$ cat config.mk
export PLATFORM = sky130hd
export DESIGN_NAME = approx_adder_pipe
export DESIGN_NICKNAME = d
export VERILOG_FILES = /design/src/rtl/approx_adder_pipe.sv
export SDC_FILE = /design/constraint.sdc
export NUM_CORES = 1
export LEC_CHECK = 0
export ABC_AREA = 1
export ABC_CLOCK_PERIOD_IN_PS = 5350
export CORE_AREA = 2 2 95 74
export CTS_CLUSTER_SIZE = 40
export DETAILED_ROUTE_END_ITERATION = 6
export DIE_AREA = 0 0 97 76
export PLACE_DENSITY = 0.81
export SKIP_LAST_GASP = 1
export SYNTH_ARGS = -nofsm -noshare
export SYNTH_HDL_FRONTEND = slang
export SYNTH_SLANG_ARGS = --single-unit
export TNS_END_PERCENT = 30
$ cat constraint.sdc
create_clock -name clk -period 5.35 [get_ports clk]
set_input_delay 1.07 -clock clk [delete_from_list [all_inputs] [get_ports clk]]
set_output_delay 1.07 -clock clk [all_outputs]
set_load 0.05 [all_outputs]
$ cat src/rtl/approx_adder_pipe.sv
// Two-stage pipelined approximate adder (exact / lower-part-OR / truncation)
// with an exact reference path and in-system error statistics.
module approx_adder_pipe #(
    parameter int WIDTH       = 4,
    parameter int APPROX_BITS = 2,
    parameter int ET          = 4,
    parameter int CNT_W       = 16
) (
    input  logic             clk,
    input  logic             rst_n,
    input  logic             in_valid,
    output logic             in_ready,
    input  logic [WIDTH-1:0] in_a,
    input  logic [WIDTH-1:0] in_b,
    input  logic [1:0]       in_mode,
    output logic             out_valid,
    input  logic             out_ready,
    output logic [WIDTH:0]   out_sum,
    output logic [WIDTH:0]   out_err,
    output logic             out_viol,
    input  logic             clr_stats,
    output logic [CNT_W-1:0] stat_txn,
    output logic [CNT_W-1:0] stat_viol,
    output logic [WIDTH:0]   stat_max_err,
    output logic             stat_sticky
);
    localparam int W1 = WIDTH + 1;
    localparam int K  = APPROX_BITS;
    localparam int CI = (K > 0) ? K - 1 : 0;
    localparam logic [W1-1:0] LOW_MASK = (W1'(1) << K) - W1'(1);

    typedef enum logic [1:0] {
        MODE_EXACT = 2'b00,
        MODE_LOA   = 2'b01,
        MODE_TRUNC = 2'b10
    } mode_e;

    logic             s1_valid_q, s1_valid_d;
    logic [WIDTH-1:0] s1_a_q, s1_a_d, s1_b_q, s1_b_d;
    logic [1:0]       s1_mode_q, s1_mode_d;
    logic             s2_valid_q, s2_valid_d;
    logic [W1-1:0]    s2_sum_q, s2_sum_d, s2_err_q, s2_err_d;
    logic             s2_viol_q, s2_viol_d;
    logic [CNT_W-1:0] stat_txn_q, stat_txn_d, stat_viol_q, stat_viol_d;
    logic [W1-1:0]    stat_max_q, stat_max_d;
    logic             stat_sticky_q, stat_sticky_d;

    // Handshake: a beat moves on a rising edge where valid & ready are both high.
    // A stage may load whenever it is empty or its content moves on this edge,
    // so in_ready depends combinationally on out_ready through s2_adv.
    logic s2_adv, s1_adv, deliver;
    assign s2_adv   = !s2_valid_q || out_ready;
    assign s1_adv   = s1_valid_q && s2_adv;
    assign in_ready = !s1_valid_q || s2_adv;
    assign deliver  = s2_valid_q && out_ready;

    logic [W1-1:0] a_ext, b_ext, exact, hi_sum, approx, err;
    logic          loa_c, viol;

    always_comb begin
        a_ext  = {1'b0, s1_a_q};
        b_ext  = {1'b0, s1_b_q};
        exact  = a_ext + b_ext;
        // Upper parts are added in place, so K=WIDTH naturally yields zero.
        hi_sum = (a_ext & ~LOW_MASK) + (b_ext & ~LOW_MASK);
        loa_c  = (K > 0) && s1_a_q[CI] && s1_b_q[CI];
        case (mode_e'(s1_mode_q))
            MODE_LOA:   approx = (hi_sum + (W1'(loa_c) << K)) | ((a_ext | b_ext) & LOW_MASK);
            MODE_TRUNC: approx = hi_sum;
            default:    approx = exact;
        endcase
        err  = (exact >= approx) ? (exact - approx) : (approx - exact);
        viol = 32'(err) > 32'(ET);
    end

    always_comb begin
        s1_valid_d = s1_valid_q;
        s1_a_d     = s1_a_q;
        s1_b_d     = s1_b_q;
        s1_mode_d  = s1_mode_q;
        if (in_ready) begin
            s1_valid_d = in_valid;
            if (in_valid) begin
                s1_a_d    = in_a;
                s1_b_d    = in_b;
                s1_mode_d = in_mode;
            end
        end

        s2_valid_d = s2_valid_q;
        s2_sum_d   = s2_sum_q;
        s2_err_d   = s2_err_q;
        s2_viol_d  = s2_viol_q;
        if (s2_adv) begin
            s2_valid_d = s1_valid_q;
            if (s1_adv) begin
                s2_sum_d  = approx;
                s2_err_d  = err;
                s2_viol_d = viol;
            end
        end
    end

    always_comb begin
        stat_txn_d    = stat_txn_q;
        stat_viol_d   = stat_viol_q;
        stat_max_d    = stat_max_q;
        stat_sticky_d = stat_sticky_q;
        // A clear on the same edge as a delivery discards that delivery.
        if (clr_stats) begin
            stat_txn_d    = '0;
            stat_viol_d   = '0;
            stat_max_d    = '0;
            stat_sticky_d = 1'b0;
        end else if (deliver) begin
            if (stat_txn_q != {CNT_W{1'b1}}) stat_txn_d = stat_txn_q + CNT_W'(1);
            if (s2_viol_q) begin
                if (stat_viol_q != {CNT_W{1'b1}}) stat_viol_d = stat_viol_q + CNT_W'(1);
                stat_sticky_d = 1'b1;
            end
            if (s2_err_q > stat_max_q) stat_max_d = s2_err_q;
        end
    end

    always_ff @(posedge clk) begin
        if (!rst_n) begin
            s1_valid_q    <= 1'b0;
            s1_a_q        <= '0;
            s1_b_q        <= '0;
            s1_mode_q     <= '0;
            s2_valid_q    <= 1'b0;
            s2_sum_q      <= '0;
            s2_err_q      <= '0;
            s2_viol_q     <= 1'b0;
            stat_txn_q    <= '0;
            stat_viol_q   <= '0;
            stat_max_q    <= '0;
            stat_sticky_q <= 1'b0;
        end else begin
            s1_valid_q    <= s1_valid_d;
            s1_a_q        <= s1_a_d;
            s1_b_q        <= s1_b_d;
            s1_mode_q     <= s1_mode_d;
            s2_valid_q    <= s2_valid_d;
            s2_sum_q      <= s2_sum_d;
            s2_err_q      <= s2_err_d;
            s2_viol_q     <= s2_viol_d;
            stat_txn_q    <= stat_txn_d;
            stat_viol_q   <= stat_viol_d;
            stat_max_q    <= stat_max_d;
            stat_sticky_q <= stat_sticky_d;
        end
    end

    assign out_valid    = s2_valid_q;
    assign out_sum      = s2_sum_q;
    assign out_err      = s2_err_q;
    assign out_viol     = s2_viol_q;
    assign stat_txn     = stat_txn_q;
    assign stat_viol    = stat_viol_q;
    assign stat_max_err = stat_max_q;
    assign stat_sticky  = stat_sticky_q;

endmodule

==> flow_metrics.tcl <==
set metrics [dict create \
    status "finished, final reports clean" \
    drv_cap 0 \
    postRouteAntennaNets 0 \
    track_usage_pct 23.7 \
    holdCritPathClass "flop to flop" \
    cp_slowest_stage_delay_ps 830 \
    num_rows 26 \
    postCtsResizedCells 0 \
    tns_ps 0 \
    grt_pass1_wl_um 14500 \
    arrival_ps 2600 \
    first_pass_iters 4 \
    synth-seq-area-share_pct 34.5 \
    p_per_area_nw_per_um2 283 \
    rr_worst_depth 20 \
    final-setup-viol-count 0 \
    insertion_delay_ps 340 \
    hold_slack_ps 452 \
    synth_area_leaders "dfxtp_1 (34%), inv_1 (10%), nand2_1 (8.8%), ha_1 (8.5%), a21oi_1 (6.6%)" \
    area_growth_pct 26.3 \
    finalClockSkew_ps 9.05 \
    die_h_um 76 \
    clockBufferDepth 2 \
    cts_made_buffers 9 \
    grt_max_degree 26 \
    worstPathMaxFanout 3 \
    cp_common_cell "clkdlybuf4s50_1" \
    num-fill-cells 575 \
    drt_wl_total_um 8490 \
    synth.avg_cell_area_um2 7.14 \
    wl_per_cell_um 13.0 \
    crit_path_start_kind "input pin" \
    netlist_area_um2 3540 \
    cts_tree "built" \
    startpoint "out_ready" \
    portBuffers 65 \
    cp-endpoint "in_ready" \
    drive_above_1_share_pct 5.80 \
    cp.depth 4 \
    max_freq_ghz 0.272 \
    regToRegSetupSlack_ps 2050 \
    path_delay_family "buffers and inverters" \
    slowest_stage "clkdlybuf4s50_1" \
    fin_total_pwr_mw 1.26 \
    rsz0062_at_grt "no" \
    post_cts_buffers 0 \
    drt_iter0_drc 242 \
    cts_sinks 61 \
    slew-limit-headroom_pct 61.1 \
    post-route-period-util_pct 68.6 \
    finalHoldViolations 0 \
    hold_buffers 0 \
    via_per_inst 5.28 \
    gp_congestion 0.858 \
    rr_startpoint "s1_a_q[0]$_SDFFE_PN0P_" \
    leakage_nw 1.83 \
    die_area_um2 7370 \
    crit_type "input pin to primary output" \
    io_pins 66 \
    cts.clk_slew.worst_paths_ps 70 \
    core-area_um2 6540 \
    syn_inst 496 \
    drc 0 \
    critPathBufInv 3 \
    cts_max_level 3 \
    yosysTopAreaCellShare_pct 34.5 \
    n_antenna_cell 0 \
    synth_warnings 0 \
    grt_pass1_vias 3176 \
    cts_root_buffer "clkbuf_8" \
    reg2reg_to "out_viol$_SDFFE_PN0P_" \
    cp_data_required_time_ps 4280 \
    start_util_pct 54.2 \
    route.vias.total 3447 \
    final_max_slew_viol_count 0 \
    crit_chain "clkdlybuf4s50_1 -> inv_1 -> nand3_1 -> clkdlybuf4s50_1" \
    final_nets 608 \
    synth_nets 540 \
    worstMarginPinSlew_ps 582 \
    vdd_ir_drop_max_uv 165 \
    ys_types 38 \
    fin_crit_ps 3670 \
    overflow 0 \
    antenna_found_initial 0 \
    fin_ws_ps 1680 \
    dp_slack_ps 1680 \
    die_x_um 97 \
    synth_top_area_cell "dfxtp_1" \
    ys_seq_elements 61 \
    dp_hpwl_um 6280 \
    cp-end-kind "primary output" \
]
==> stage by stage <==
step	std cells	cell area (µm²)	utilization, %
finish	653	4470	68.4
global route	653	4470	68.4
CTS	653	4470	68.4
detailed placement	637	4260	65.2
global placement	637	4260	65.2
floorplan	496	3540	-
==> state kept, by name (all words and copies together) (netlist names), 2 cells and up <==
name and count:
out_sum 5, s1_a_q 4, stat_max_err 5, s1_b_q 4, stat_txn 16, stat_viol 16
out_err 5, s1_mode_q 2
==> cells by family after synthesis <==
| kind of cell | after synthesis | share of synthesized area [%] |
|---|---|---|
| and+or+nand+nor | 192 | 25.6 |
| buffers and inverters | 104 | 11.3 |
| adders and majority gates | 29 | 11.3 |
| AOI/OAI and AO/OA | 102 | 15.3 |
| DFF | 61 | 34.5 |
| xor gates and xnor gates | 8 | 1.98 |
==> worst reg2reg max path, stage by stage (launching register included) <==
cell and delay (ps):
dfxtp_1 340, ha_1 180, inv_1 60, fa_1 380, or2_2 320, nand2_1 130, nand2_1 60, o21ai_0 170
ha_1 420, a21oi_1 180, o21a_1 180, nor2_1 60, nand3_2 120, nand3_2 130, nand2_1 90, inv_1 40
nor2_1 150, nand2_1 80, nand2_1 60, nor2_1 40, nor2_1 70
==> final cells by class <==
cell class                 count  area, µm²  area share [%]
inverter                      95        357            7.98
tap                           84        105            2.35
multi-input combinational    331       1920            42.9
timing repair buffer          66        658            14.7
clock inverter                 5       58.8            1.32
clock buffer                  11        151            3.39
sequential                    61       1220            27.3
==> cell usage after synthesis <==
cell,number
nor4_4,1
nand4_1,12
xor2_1,7
o21ai_2,1
nor3b_2,1
nand2_2,1
nor3_1,13
dfxtp_1,61
nand3_1,22
inv_1,94
or2_2,1
xnor2_1,1
o21a_1,3
clkbuf_1,6
nor2_1,42
nand3b_1,1
nand3_4,1
and3_2,1
o21ai_0,42
nor3b_1,2
ha_1,24
buf_2,2
nor2_2,2
a21oi_1,47
nand3_2,3
inv_2,1
o211ai_1,4
o221ai_1,1
fa_1,5
nor3_2,2
o22ai_1,2
a31oi_1,1
and3_1,1
nand2_1,83
nor4_1,2
nand4_2,1
a211oi_1,1
buf_6,1
==> routing by layer <==
layer / GRT usage, % / share of wire [%] / vias up
met1: 30.1 / 45 / 1579
met4: 7.61 / 1.0 / 0
li1: - / - / 1752
met3: 5.69 / 5.3 / 10
met5: 0 / 0 / -
met2: 40.1 / 48 / 106
==> cells in the final DEF, fill, tap and decap left out, drive strengths merged, types with 2 or more instances in the layout <==
master         count
nand4             13
a21oi             47
ha                24
nor3              15
o22ai              2
inv               95
clkinvlp           2
and3               2
nor2              44
o21ai             43
o211ai             4
fa                 5
o21a               3
clkbuf            11
xor2               7
nor3b              3
clkinv             2
dfxtp             61
nand3             26
nor4               3
clkdlybuf4s50     65
nand2             84
==> where the power goes <==
part	leakage (nW)	internal, mW	switching [mW]
clock network	0.102	0.240	0.190
logic	1.23	0.127	0.220
registers	0.496	0.472	0.0153
==> worst min path at each step <==
stage,cells past startpoint,start,to,slack (ps)
5_1_grt,2,stat_sticky$_SDFFE_PP0P_,stat_sticky$_SDFFE_PP0P_,480
3_3_place_gp,2,stat_sticky$_SDFFE_PP0P_,stat_sticky$_SDFFE_PP0P_,440
6_report,2,stat_sticky$_SDFFE_PP0P_,stat_sticky$_SDFFE_PP0P_,450
2_1_floorplan,2,s1_mode_q[1]$_SDFFE_PN0P_,s1_mode_q[1]$_SDFFE_PN0P_,450
4_1_cts,2,stat_sticky$_SDFFE_PP0P_,stat_sticky$_SDFFE_PP0P_,450
3_5_place_dp,2,stat_sticky$_SDFFE_PP0P_,stat_sticky$_SDFFE_PP0P_,440
No activity file was read; power rests on OpenSTA's default activity.
